[config.mk]
export PLATFORM = sky130hd
export DESIGN_NAME = dac_spi_tx
export DESIGN_NICKNAME = d
export VERILOG_FILES = /design/src/rtl/dac_spi_tx_pkg.sv /design/src/rtl/dac_spi_tx_half_period_timer.sv /design/src/rtl/dac_spi_tx.sv
export SDC_FILE = /design/constraint.sdc
export NUM_CORES = 1
export LEC_CHECK = 0
export BUFFER_PORTS_ARGS = -buffer_cell sky130_fd_sc_hd__buf_2
export CORE_ASPECT_RATIO = 1.2
export CORE_MARGIN = 4
export CORE_UTILIZATION = 45
export DETAILED_ROUTE_END_ITERATION = 10
export GPL_ROUTABILITY_DRIVEN = 0
export GPL_TIMING_DRIVEN = 0
export HOLD_SLACK_MARGIN = 0.12
export MAX_ROUTING_LAYER = met4
export PLACE_DENSITY_LB_ADDON = 0.3
export SKIP_CTS_REPAIR_TIMING = 1
export SKIP_LAST_GASP = 1
export SYNTH_ARGS = -nofsm -noshare
export SYNTH_HDL_FRONTEND = slang
export SYNTH_SLANG_ARGS = --single-unit
[constraint.sdc]
create_clock -name sysclk -period 2 [get_ports sysclk]
set_clock_uncertainty 0.1 [all_clocks]
set_input_delay 0.2 -clock sysclk [delete_from_list [all_inputs] [get_ports sysclk]]
set_output_delay 0.2 -clock sysclk [all_outputs]
set_load 0.005 [all_outputs]
[src/rtl/dac_spi_tx_pkg.sv]
// dac_spi_tx_pkg
//   Shared definitions for the MCP4911-class SPI DAC transmitter: FSM state
//   encoding, frame geometry, the default configuration nibble, the bit
//   positions of the MCP4911 write word, and a helper that assembles a frame.
//   No ports (package).
package dac_spi_tx_pkg;

  // Frame sequencing states
  typedef enum logic [2:0] {
    ST_IDLE  = 3'd0,
    ST_SETUP = 3'd1,
    ST_SHIFT = 3'd2,
    ST_HOLD  = 3'd3,
    ST_CSHI  = 3'd4,
    ST_LDAC  = 3'd5
  } state_t;

  localparam int FRAME_W   = 16;
  localparam int DATA_W    = 10;
  localparam int BIT_CNT_W = $clog2(FRAME_W);

  // /A-B=0 (channel A), BUF=1, /GA=1 (1x gain), /SHDN=1 (output active)
  localparam logic [3:0] DAC_CFG_DEFAULT = 4'b0111;

  // MCP4911 write word layout
  localparam int BIT_AB    = 15;
  localparam int BIT_BUF   = 14;
  localparam int BIT_GA    = 13;
  localparam int BIT_SHDN  = 12;
  localparam int DATA_MSB  = 11;
  localparam int DATA_LSB  = 2;

  // Config nibble on top, 10-bit sample, two don't-care LSBs driven as zero.
  function automatic logic [FRAME_W-1:0] build_frame(input logic [3:0]        cfg,
                                                     input logic [DATA_W-1:0] data);
    return {cfg, data, 2'b00};
  endfunction

endpackage

[src/rtl/dac_spi_tx_half_period_timer.sv]
// half_period_timer
//   SCK phase divider. Counts 0..CLK_DIV-1 and flags the last count of each
//   half-period, then wraps. Holding restart keeps the count at zero so the
//   first phase after release is a full half-period.
// Ports
//   sysclk   in  1  system clock
//   rst_n    in  1  asynchronous active-low reset
//   restart  in  1  hold counter at zero
//   tick     out 1  high on the final cycle of each half-period
module half_period_timer #(
  parameter int CLK_DIV = 25
) (
  input  logic sysclk,
  input  logic rst_n,
  input  logic restart,
  output logic tick
);

  // A one-bit counter still works for CLK_DIV=1: it sits at zero and ticks
  // every cycle.
  localparam int              CNT_W    = (CLK_DIV > 1) ? $clog2(CLK_DIV) : 1;
  localparam logic [CNT_W-1:0] CNT_LAST = CNT_W'(CLK_DIV - 1);

  logic [CNT_W-1:0] count_reg;

  always_ff @(posedge sysclk or negedge rst_n) begin
    if (!rst_n) begin
      count_reg <= '0;
    end else if (restart || (count_reg == CNT_LAST)) begin
      count_reg <= '0;
    end else begin
      count_reg <= count_reg + 1'b1;
    end
  end

  assign tick = (count_reg == CNT_LAST);

endmodule

[src/rtl/dac_spi_tx.sv]
// dac_spi_tx
//   Serialises each 10-bit offset-binary sample into a 16-bit MCP4911 write
//   frame (MSB first), then pulses LDAC. A one-deep pending buffer holds a
//   sample strobed while a frame is in flight; a second unsent sample
//   overwrites it and sets the sticky overrun flag.
// Ports
//   sysclk   in  1   system clock
//   rst_n    in  1   asynchronous active-low reset
//   pulse    in  1   sample strobe, one sample per high cycle
//   data_in  in  10  offset-binary sample, taken when pulse=1
//   dac_cs   out 1   chip select, active low
//   dac_sck  out 1   SPI clock, idles low, DAC samples on rising edge
//   dac_sdi  out 1   SPI data, MSB first
//   dac_ld   out 1   LDAC, active low
//   busy     out 1   frame in progress (SETUP..LDAC)
//   overrun  out 1   sticky: pending sample was overwritten
// All pin outputs come straight from flops.
module dac_spi_tx
  import dac_spi_tx_pkg::*;
#(
  parameter int         CLK_DIV = 25,
  parameter logic [3:0] DAC_CFG = DAC_CFG_DEFAULT
) (
  input  logic              sysclk,
  input  logic              rst_n,
  input  logic              pulse,
  input  logic [DATA_W-1:0] data_in,
  output logic              dac_cs,
  output logic              dac_sck,
  output logic              dac_sdi,
  output logic              dac_ld,
  output logic              busy,
  output logic              overrun
);

  state_t                 state_reg,      state_next;
  // Holds the bits still to be sent after the one currently on dac_sdi.
  logic [FRAME_W-2:0]     shift_reg,      shift_next;
  logic [BIT_CNT_W-1:0]   bit_cnt_reg,    bit_cnt_next;
  logic                   pend_valid_reg, pend_valid_next;
  logic [DATA_W-1:0]      pend_data_reg,  pend_data_next;
  logic                   overrun_reg,    overrun_next;
  logic                   cs_reg,         cs_next;
  logic                   sck_reg,        sck_next;
  logic                   sdi_reg,        sdi_next;
  logic                   ld_reg,         ld_next;
  logic                   busy_reg,       busy_next;

  logic                   tick;
  logic                   timer_restart;

  logic                   launch;        // start a new frame next cycle
  logic                   take_direct;   // this strobe launches the frame itself
  logic                   consume_pend;  // pending sample launches the frame
  logic [DATA_W-1:0]      launch_data;
  logic [FRAME_W-1:0]     launch_frame;

  // Timer idles at zero so SETUP always lasts a full half-period.
  assign timer_restart = (state_reg == ST_IDLE);

  half_period_timer #(
    .CLK_DIV (CLK_DIV)
  ) u_timer (
    .sysclk  (sysclk),
    .rst_n   (rst_n),
    .restart (timer_restart),
    .tick    (tick)
  );

  always_ff @(posedge sysclk or negedge rst_n) begin
    if (!rst_n) begin
      state_reg      <= ST_IDLE;
      shift_reg      <= '0;
      bit_cnt_reg    <= '0;
      pend_valid_reg <= 1'b0;
      pend_data_reg  <= '0;
      overrun_reg    <= 1'b0;
      cs_reg         <= 1'b1;
      sck_reg        <= 1'b0;
      sdi_reg        <= 1'b0;
      ld_reg         <= 1'b1;
      busy_reg       <= 1'b0;
    end else begin
      state_reg      <= state_next;
      shift_reg      <= shift_next;
      bit_cnt_reg    <= bit_cnt_next;
      pend_valid_reg <= pend_valid_next;
      pend_data_reg  <= pend_data_next;
      overrun_reg    <= overrun_next;
      cs_reg         <= cs_next;
      sck_reg        <= sck_next;
      sdi_reg        <= sdi_next;
      ld_reg         <= ld_next;
      busy_reg       <= busy_next;
    end
  end

  always_comb begin
    state_next      = state_reg;
    shift_next      = shift_reg;
    bit_cnt_next    = bit_cnt_reg;
    pend_valid_next = pend_valid_reg;
    pend_data_next  = pend_data_reg;
    overrun_next    = overrun_reg;
    cs_next         = cs_reg;
    sck_next        = sck_reg;
    sdi_next        = sdi_reg;
    ld_next         = ld_reg;
    busy_next       = busy_reg;
    launch          = 1'b0;
    take_direct     = 1'b0;
    consume_pend    = 1'b0;
    launch_data     = data_in;
    launch_frame    = '0;

    case (state_reg)
      ST_IDLE: begin
        if (pulse) begin
          launch      = 1'b1;
          take_direct = 1'b1;
        end
      end

      ST_SETUP: begin
        if (tick) begin
          state_next = ST_SHIFT;
          sck_next   = 1'b1;
        end
      end

      // sck_reg doubles as the phase flag: high phase ends on a falling
      // edge where sdi advances; bit 0 has no low phase and goes to HOLD.
      ST_SHIFT: begin
        if (tick) begin
          if (sck_reg) begin
            sck_next = 1'b0;
            if (bit_cnt_reg == '0) begin
              state_next = ST_HOLD;
            end else begin
              sdi_next     = shift_reg[FRAME_W-2];
              shift_next   = {shift_reg[FRAME_W-3:0], 1'b0};
              bit_cnt_next = bit_cnt_reg - 1'b1;
            end
          end else begin
            sck_next = 1'b1;
          end
        end
      end

      ST_HOLD: begin
        if (tick) begin
          state_next = ST_CSHI;
          cs_next    = 1'b1;
        end
      end

      ST_CSHI: begin
        if (tick) begin
          state_next = ST_LDAC;
          ld_next    = 1'b0;
        end
      end

      // Leaving LDAC: a waiting sample (or one strobed right now) chains
      // straight into SETUP with no IDLE cycle in between.
      ST_LDAC: begin
        if (tick) begin
          ld_next = 1'b1;
          if (pend_valid_reg) begin
            launch          = 1'b1;
            consume_pend    = 1'b1;
            launch_data     = pend_data_reg;
            pend_valid_next = 1'b0;
          end else if (pulse) begin
            launch      = 1'b1;
            take_direct = 1'b1;
          end else begin
            state_next = ST_IDLE;
            busy_next  = 1'b0;
            sdi_next   = 1'b0;
          end
        end
      end

      default: begin
        state_next = ST_IDLE;
      end
    endcase

    // Strobe during a frame parks in the pending slot. Overwriting an unsent
    // sample is an overrun; a pending sample leaving for SETUP this very
    // cycle is not being overwritten.
    if (pulse && (state_reg != ST_IDLE) && !take_direct) begin
      if (pend_valid_reg && !consume_pend) begin
        overrun_next = 1'b1;
      end
      pend_valid_next = 1'b1;
      pend_data_next  = data_in;
    end

    if (launch) begin
      launch_frame = build_frame(DAC_CFG, launch_data);
      state_next   = ST_SETUP;
      shift_next   = launch_frame[FRAME_W-2:0];
      sdi_next     = launch_frame[FRAME_W-1];
      bit_cnt_next = BIT_CNT_W'(FRAME_W - 1);
      cs_next      = 1'b0;
      sck_next     = 1'b0;
      ld_next      = 1'b1;
      busy_next    = 1'b1;
    end
  end

  assign dac_cs  = cs_reg;
  assign dac_sck = sck_reg;
  assign dac_sdi = sdi_reg;
  assign dac_ld  = ld_reg;
  assign busy    = busy_reg;
  assign overrun = overrun_reg;

endmodule

Yosys cells after proc, flatten, opt, wreduce, memory -nomap -nowiden. Cells that the tools add are included.

Bits in latches: 0. Memories kept: 0. Bits in read-only memories: 0. Input port bits: 13. RAM bits: 0. Flip-flop bits (word level): 44.

Muxes and demuxes: 57. Reductions and logical operators: 28. Bitwise gates (word level): 0. $mul: 0. Equal/unequal tests: 20. $add $sub $neg: 2. Divide/modulo/power cells: 0. $lt $le $gt $ge: 0. Shift-type cells: 0.

Operator list (number): $mux 15 (5); $mux 10 (3); $mux 3 (10); $ne 3x3->1 const B (10); $mux 1 (27); $mux 4 (5); $pmux 3 s6 (1); $reduce_bool 2->1 (7); $reduce_bool 3->1 (4); $pmux 1 s2 (5); $reduce_and 10->1 (1); $reduce_and 4->1 (2); $reduce_and 7->1 (1); $eq 3x2->1 const B (2); $eq 3x3->1 const B (2); $reduce_and 2->1 (3); $reduce_and 3->1 (2); $add 5x1->5 const B (1); $eq 5x5->1 const B (1); $mux 5 (1); $logic_not 4->1 (1); $ne 2x1->1 const B (2); $ne 2x2->1 const B (2); $sub 4x1->4 const B (1); 5 further kinds (8).

Logic depth before layout (Yosys ltp). Gate-level depths: netlist of the first run.

Depth in word-level cells: 8. Gate-level depth with buffers: 8. Gate-level depth less buffers: 6.

Hierarchy. Synthesis of the first run repeated with hierarchy kept, for this count alone.

Cells, all modules: 195. Area total of the unflattened synthesis: 2205.9 µm².

Modules (own cells, without submodules): dac_spi_tx (area each 1910.6 µm², instances 1, seq. area each 928.4 µm², cells each 172); half_period_timer (area each 295.3 µm², instances 1, seq. area each 125.1 µm², cells each 23).

Worst setup path after synthesis of the first run. Ideal clock, no wire load.

Kind: reg-to-reg. Start point: reg u_timer.count_reg[0]. End point: reg pend_data_reg[0]. Path slack: 17 ps. Arrival time: 1758 ps. Buffers on the path: 0. Required time: 1775 ps. Stages on the path, launching flop included: 7. Library setup time: 125 ps. Period minus slack after synthesis: 1983 ps. Path through: dfrtp_1 -> inv_1 -> ha_1 -> nand4b_4 -> o31a_1 -> o21ai_4 -> mux2_2.

Longest elaborated chain between the ends: 5.

Ends and longest elaborated chain: from (decl) (line dac_spi_tx_half_period_timer.sv:24) `logic [CNT_W-1:0] count_reg;`; from (signal assigned) (line dac_spi_tx_half_period_timer.sv:32) `count_reg <= count_reg + 1'b1;`; $eq 5x5->1 (line dac_spi_tx_half_period_timer.sv:36) `assign tick = (count_reg == CNT_LAST);`; $mux 1 (line dac_spi_tx.sv:167) `if (tick) begin`; $pmux 1 s2 (line dac_spi_tx.sv:116) `case (state_reg)`; $logic_not 1->1 (line dac_spi_tx.sv:193) `if (pulse && (state_reg != ST_IDLE) && !take_direct) begin`; $logic_and 1x1->1 (line dac_spi_tx.sv:193); to (signal assigned) (line dac_spi_tx.sv:88) `pend_data_reg <= pend_data_next;`; to (decl) (line dac_spi_tx.sv:41) `logic [DATA_W-1:0] pend_data_reg, pend_data_next;`.

Every way passes these cells. A chain may end at the register's enable or synchronous reset.

Worst setup path in the final report of the first run.
Start point: reg u_timer.count_reg[1]. End point: reg pend_data_reg[7].

Same word-level chain as after synthesis.

==> results of run 1 <==
## final cells by class
type                       count  share of cell area [%]
buffer                        18                    4.77
clock buffer                   6                    2.74
clock inverter                 2                   0.415
inverter                       8                   0.996
multi-input combinational    164                    42.0
sequential                    42                    35.0
tap                           60                    2.49
timing repair buffer          47                    11.6
## per-layer routing
metal | track usage [%] | routed length (um) | share of wire (%) | vias up
met5 | - | 0 | 0 | -
met4 | 6.63 | 107 | 2.0 | 0
met3 | 3.56 | 192 | 3.5 | 11
met2 | 25.8 | 2800 | 51 | 38
met1 | 22.7 | 2370 | 43 | 933
li1 | - | - | - | 969
## stage by stage
step / area [sq um] / TNS [ns] / total power (W) / setup WS [ns]
global placement: 2570 / -3.71 / 0.00228 / -0.182
floorplan: 2410 / 0 / 0.00205 / 0.0168
CTS: 2670 / -4.85 / 0.00289 / -0.215
detailed placement: 2570 / -4.09 / 0.00231 / -0.201
finish: 3020 / -0.0443 / 0.00305 / -0.0117
global route: 3020 / -1.24 / 0.00328 / -0.111
## worst max-delay path, cell delays in order, from the launching register on
cell and delay [ns]:
dfrtp_1 0.42, inv_2 0.09, ha_4 0.14, nand4b_4 0.17, o31a_1 0.31, o21ai_4 0.18, buf_12 0.15, mux2_2 0.34
## power breakdown
part           internal, W  switching (W)
registers          0.00110       0.000199
logic             0.000581       0.000589
clock network     0.000278       0.000306
## kinds of logic (layout without fill, tap and decap cells)
| group | count (synthesis) | after routing | share of synthesized area (%) |
|---|---|---|---|
| xor+xnor | 5 | 5 | 1.82 |
| compound gates | 63 | 63 | 22.2 |
| mux | 14 | 14 | 6.33 |
| flops | 42 | 42 | 43.7 |
| simple gates | 78 | 78 | 18.3 |
| buf+inv | 26 | 81 | 5.60 |
| fa+ha+maj | 4 | 4 | 2.08 |
## cell usage in the layout, fill, tap and decap left out, drive strengths merged, types with 2 or more instances in the layout
| cell type | instances |
|---|---|
| inv | 8 |
| or2 | 3 |
| xor2 | 2 |
| nand4 | 2 |
| o211ai | 12 |
| mux2 | 10 |
| dfrtp | 40 |
| o31a | 2 |
| buf | 46 |
| o21a | 2 |
| nand3 | 4 |
| a21boi | 8 |
| o31ai | 9 |
| nand2 | 14 |
| a21oi | 4 |
| ha | 4 |
| dlygate4sd3 | 11 |
| or3 | 2 |
| and2 | 3 |
| and3 | 9 |
| xnor2 | 3 |
| or3b | 3 |
| a211oi | 9 |
| mux2i | 4 |
| and4b | 2 |
| clkbuf | 14 |
| nor2 | 15 |
| nand2b | 3 |
| nor3 | 13 |
| dfstp | 2 |
| o21ai | 8 |
## worst min-delay path by stage
stage | from | to | cells past startpoint
2_1_floorplan | rst_n | bit_cnt_reg[0] | 0
3_3_place_gp | rst_n | state_reg[2] | 1
3_5_place_dp | rst_n | dac_sck | 1
4_1_cts | rst_n | overrun | 1
5_1_grt | pulse | overrun | 3
6_report | pulse | pend_valid_reg | 3
==> key figures, run 1 <==
Synth
  – Library cells used by synthesis: between 50 and 60
  – Synth area leader: dfrtp_1
  – Top cell type's share of synthesized area: a little over 40%
  – Register area share after synthesis: roughly 44%
  – Yosys warns: 0
  – Top-count cell post-synth: dfrtp_1
  – Mapped Cells: roughly 230
  – Primary FF master, synth: dfrtp_1
  – Synth Register Bits: 42
  – Avg Cell Area, Syn: 10.4 sq um
  – Synth area leaders: dfrtp_1 42%, a211oi_2 4.2%, o211ai_1 3.7%, mux2_2 3.3%, nor3_1 2.7%
  – Mapped Nets: approximately 250
  – EDFF count, synth: 0
  – Synth top cells by count: 40 x dfrtp_1, 15 x nor2_1, 13 x nand2_1, 13 x nor3_1, 12 x o211ai_1
  – Asr flop ratio synth: 100%
  – Netlist area before placement: 2410 sq um

Placement
  – Buffers on Ports: 17
  – DP HPWL: 3490 um
  – Placed insts: 309

Pwr
  – Leak Pwr: between 1 and 1.5 nW
  – Peak VDD IR: just under 0.7 mV
  – Pwr Density: 1010 nW/um^2

Global route
  – Antenna violations before repair: 0
  – Gr ovfl total: 0
  – First-pass GRT wire length: roughly 8400 um
  – Tot GR Track Use: 17.2%
  – Largest net degree at the start of global routing: 43
  – Vias in the first global route: 1774

STA
  – Hold slack: 0.133 ns
  – Final period utilization: 101%
  – Hold Violations, Final: 0
  – Final setup vio count: 8
  – RSZ-0062 raised after global routing: yes
  – Worst Slack Setup Final: -0.0117 ns
  – Worst slew pin tran: 0.945 ns
  – Maximum clock frequency: 497 MHz
  – Worst slew margin: 37.0%
  – Max Slew Vio Count: 0
  – Period minus WS final: 2.01 ns

Cells and area
  – Core Util, Final: 59.8%
  – Layout cell share with drive strength beyond 1: 34.1%
  – # fillers: 452
  – Nets: 303
  – N_diodes: 0
  – Area grow syn2layout: 25.1%
  – Max reg flops: 13
  – Register Area: 1050 sq um
  – Cell Count, Final, Fillers Out: 347
  – Multi-input logic area: 1270 sq um

Worst setup path
  – CP endpoint: pend_data_reg[7]
  – Worst R2R End: pend_data_reg[7]
  – CP arrival: 2.10 ns
  – Cell depth of the worst flop-to-flop path: 7
  – Crit end category: register
  – CP startpoint: u_timer.count_reg[1]
  – Startpoint types: register
  – Worst r2r src: u_timer.count_reg[1]
  – Critical path required time: 2.09 ns
  – Worst Setup Path Type: register to register
  – Reg-to-reg setup timing slack: -0.01 ns
  – Critical Path Fanout Max: 10

Route
  – Initial DRC Count: 74
  – Pre-antenna DRT Iters: 4
  – Vias: 1951
  – WL/cell: 15.7 um
  – Drt total wl: 5460 um
  – DRC: 0
  – Post-DRT Antenna Nets: 0
  – Via density: 5.62

Clocking
  – Max Root-Sink Buffers: 2
  – Total CTS buffers: 5
  – Clk Latency, worst-skew pair: 0.30 ns
  – CTS tree: done
  – Reg clk slew, reported paths: approximately 0.080 ns
  – Clock Tree Root: clkbuf_8
  – Sink Count: 42
  – H-tree Lvls: 2

Status
  – Failing checks: setup timing
  – Status: finished with violations

Die
  – Die ar.: about 6600 sq um
  – Core Box Area: 5040 sq um
  – Initial core utilization: 47.8%
  – Site row count: 28
  – Die H: 88.2 um
  – Die width: 74.8 um
  – IO Pins: 19

Run
  – Max-cap violations: 0

Worst hold path
  – Hold Crit Class: input pin to register
(Power assumes the default switching activity.)
==> run 2, diff against run 1 <==
- ABC_AREA: unset -> 1
==> run 2 against run 1 <==
Against the previous run:
- routed wire length down 19%
- global-route usage fell by 1.6 points
- non-clock buffer count down 28
- combinational power decreased by 9%
- highest routed layer unchanged
- first-iteration DRC count decreased by 1.4%
- critical path depth up 2
- the flow now finishes without violations
- synthesized cell count rose by 16%
- via count is 8.6% lower
- clock power shrank 6.0%
- sequential cell count is the same
- maximum frequency increased by 7.1%
- die area is 8.7% lower
==> key figures, run 2 <==
Pwr
  – Switching Power: 0.00112 W
  – Clk network pwr share: a little under a fifth
  – Leak Pwr: 1.34 nW
  – Sw frac: about two fifths
  – Pwr Density: 1130 nW/um^2
  – Internal: 0.00180 W
  – Sequential group share of total power: between 40% and 50%
  – Peak VDD IR: 0.549 mV
  – Comb pwr share: 36.3%

Synth
  – Library cells used by synthesis: 28
  – Synth top cells by count: 62 x nand2_1, 40 x dfrtp_1, 30 x inv_1, 30 x nand3_1, 23 x nor2_1
  – Avg Cell Area, Syn: around 8.1 sq um
  – Asr flop ratio synth: 100%
  – Netlist area before placement: 2180 sq um
  – Top cell type's share of synthesized area: 45.9%
  – Mapped Nets: 287
  – Primary FF master, synth: dfrtp_1
  – Synth area leader: dfrtp_1
  – Top-count cell post-synth: nand2_1
  – Register area share after synthesis: 48.3%
  – Synth Register Bits: 42
  – Yosys warns: 0
  – Mapped Cells: 270
  – EDFF count, synth: 0
  – Synth area leaders: dfrtp_1 46%, nand2_1 11%, nand3_1 6.9%, inv_1 5.2%, o21ai_0 4.4%

Worst setup path
  – Critical path required time: 2.12 ns
  – CP arrival: 1.99 ns
  – Crit path cell chain: inv_1 -> ha_1 -> nand2_1 -> nor2_4 -> nand2_1 -> o21ai_2 -> buf_4 -> nand2_1 -> o21ai_0
  – CP peak stage delay: between 0.4 and 0.5 ns
  – Crit end category: register
  – Reg-to-reg setup timing slack: 0.12 ns
  – Worst Setup Path Type: register to register
  – Startpoint types: register
  – Critical Path Fanout Max: 10
  – Top cell by count, worst path: nand2_1
  – CP max stage cell: dfrtp_1

Clocking
  – Reg clk slew, reported paths: 0.09 ns
  – CTS tree: done
  – H-tree Lvls: 2
  – Clock Tree Root: clkbuf_8
  – Sink Count: 42
  – Max Root-Sink Buffers: 2
  – Total CTS buffers: 5
  – Clk Latency, worst-skew pair: 0.29 ns

Die
  – Initial core utilization: 47.1%
  – Die width: 71.5 um
  – Die ar.: roughly 6000 sq um
  – Core Box Area: ~4600 sq um
  – IO Pins: 19
  – Site row count: 27
  – Die H: 84.2 um

Cells and area
  – Area grow syn2layout: 18.1%
  – Core Util, Final: 55.6%
  – Most frequent cells in the layout: 62 x nand2_1, 40 x dfrtp_1, 30 x inv_1, 30 x nand3_1, 22 x nor2_1
  – Max reg flops: 13
  – Nets: 324
  – Final Cell Area: approximately 2600 sq um
  – Cell Count, Final, Fillers Out: 366
  – Layout cell share with drive strength beyond 1: between 10% and 20%
  – N_diodes: 0
  – Commonest non-fill, non-tap cell in the layout: nand2_1
  – # fillers: 419

STA
  – Worst slew margin: 39.4%
  – Final period utilization: a little over nine tenths
  – Worst Slack Setup Final: 0.121 ns
  – Maximum clock frequency: about 530 MHz
  – Worst slew pin tran: 0.909 ns
  – Period minus WS final: 1.88 ns
  – Max Slew Vio Count: 0
  – Hold Violations, Final: 0
  – RSZ-0062 raised after global routing: yes
  – Setup TNS: 0 ns
  – Final setup vio count: 0

Placement
  – Placed insts: about 350
  – DP HPWL: about 3000 um
  – Pre-CTS WS: 0.0727 ns
  – Placed Area: 2340 sq um
  – Buffers on Ports: 18

Route
  – DRC: 0
  – Post-DRT Antenna Nets: 0
  – Drt total wl: 4410 um
  – Initial DRC Count: between 70 and 80
  – Via density: between 4 and 5
  – WL/cell: 12.0 um
  – Pre-antenna DRT Iters: 4
  – Vias: about 1800

Global route
  – First-pass GRT wire length: 7310 um
  – Antenna violations before repair: 0
  – Tot GR Track Use: about 16%
  – Largest net degree at the start of global routing: 43
  – Gr ovfl total: 0
  – Vias in the first global route: 1673

Worst hold path
  – Hold Crit Class: input pin to register

Status
  – Status: complete, no violations

Run
  – Max-cap violations: 0
[run 2: changes by cell type after synthesis, sizes merged, moves of 8 or more]
cell    change
nand2      +51
nand3      +31
inv        +27
o21ai      +17
nor3       -13
nor2       +11
mux2       -10
o211ai     -10
a211oi      -9
o31ai       -9
a21boi      -8
a21oi       +8
and3        -8
[run 2: worst max-delay path, delay by kind of cell, from the launching register on]
family / cells / cell delay (ns)
compound gates: 2 / 0.29
fa+ha+maj: 1 / 0.15
buf+inv: 2 / 0.28
flops: 1 / 0.41
simple gates: 4 / 0.57
[run 2: metrics by stage]
stage          power (W)  hold slack, ns
2_1_floorplan    0.00208          -0.196
3_3_place_gp     0.00231           0.293
3_5_place_dp     0.00235           0.299
4_1_cts          0.00290         -0.0305
5_1_grt          0.00316           0.245
6_report         0.00292           0.205
[run 2: layer usage]
| metal | vias to the layer above | GRT usage, % | wire length, um |
|---|---|---|---|
| met3 | 4 | 3.59 | 139 |
| met1 | 813 | 18.9 | 1980 |
| li1 | 940 | - | - |
| met5 | - | - | 0 |
| met2 | 26 | 25.6 | 2230 |
| met4 | 0 | 5.13 | 54 |
[run 2: layout make-up]
class | instances | area, sq um | area share [%]
multi-input cells | 186 | 971 | 37.7
inverters | 35 | 131 | 5.10
clock buffers | 6 | 72.6 | 2.82
repair buffers | 30 | 208 | 8.07
well taps | 58 | 72.6 | 2.82
plain buffers | 7 | 51.3 | 1.99
clock inverters | 2 | 13.8 | 0.535
flip-flops and latches | 42 | 1050 | 40.9
[run 2: power by group through the flow]
stage / registers (W) / logic (W) / clock network, W
floorplan: 0.00129 / 0.000797 / 0
global placement: 0.00132 / 0.000993 / 0
detailed placement: 0.00133 / 0.00102 / 0
CTS: 0.00131 / 0.00103 / 0.000563
global route: 0.00135 / 0.00121 / 0.000594
finish: 0.00131 / 0.00106 / 0.000548
[run 2: logic make-up after synthesis]
group / synth area share, %
flops: 48.3
fa+ha+maj: 2.30
simple gates: 29.6
xor+xnor: 1.61
compound gates: 10.0
buf+inv: 8.15
[run 2: path summary, 6_finish.rpt]
check / startpoint / to / cells past startpoint
worst max-delay path: u_timer.count_reg[0] / pend_data_reg[2] / 9
worst min-delay path: pulse / dac_ld / 3
worst max register to register: u_timer.count_reg[0] / pend_data_reg[2] / 9
worst min register to register: dac_sdi / dac_sdi / 2
max in group asynchronous: rst_n / state_reg[1] / 2
min in group asynchronous: rst_n / u_timer.count_reg[0] / 2
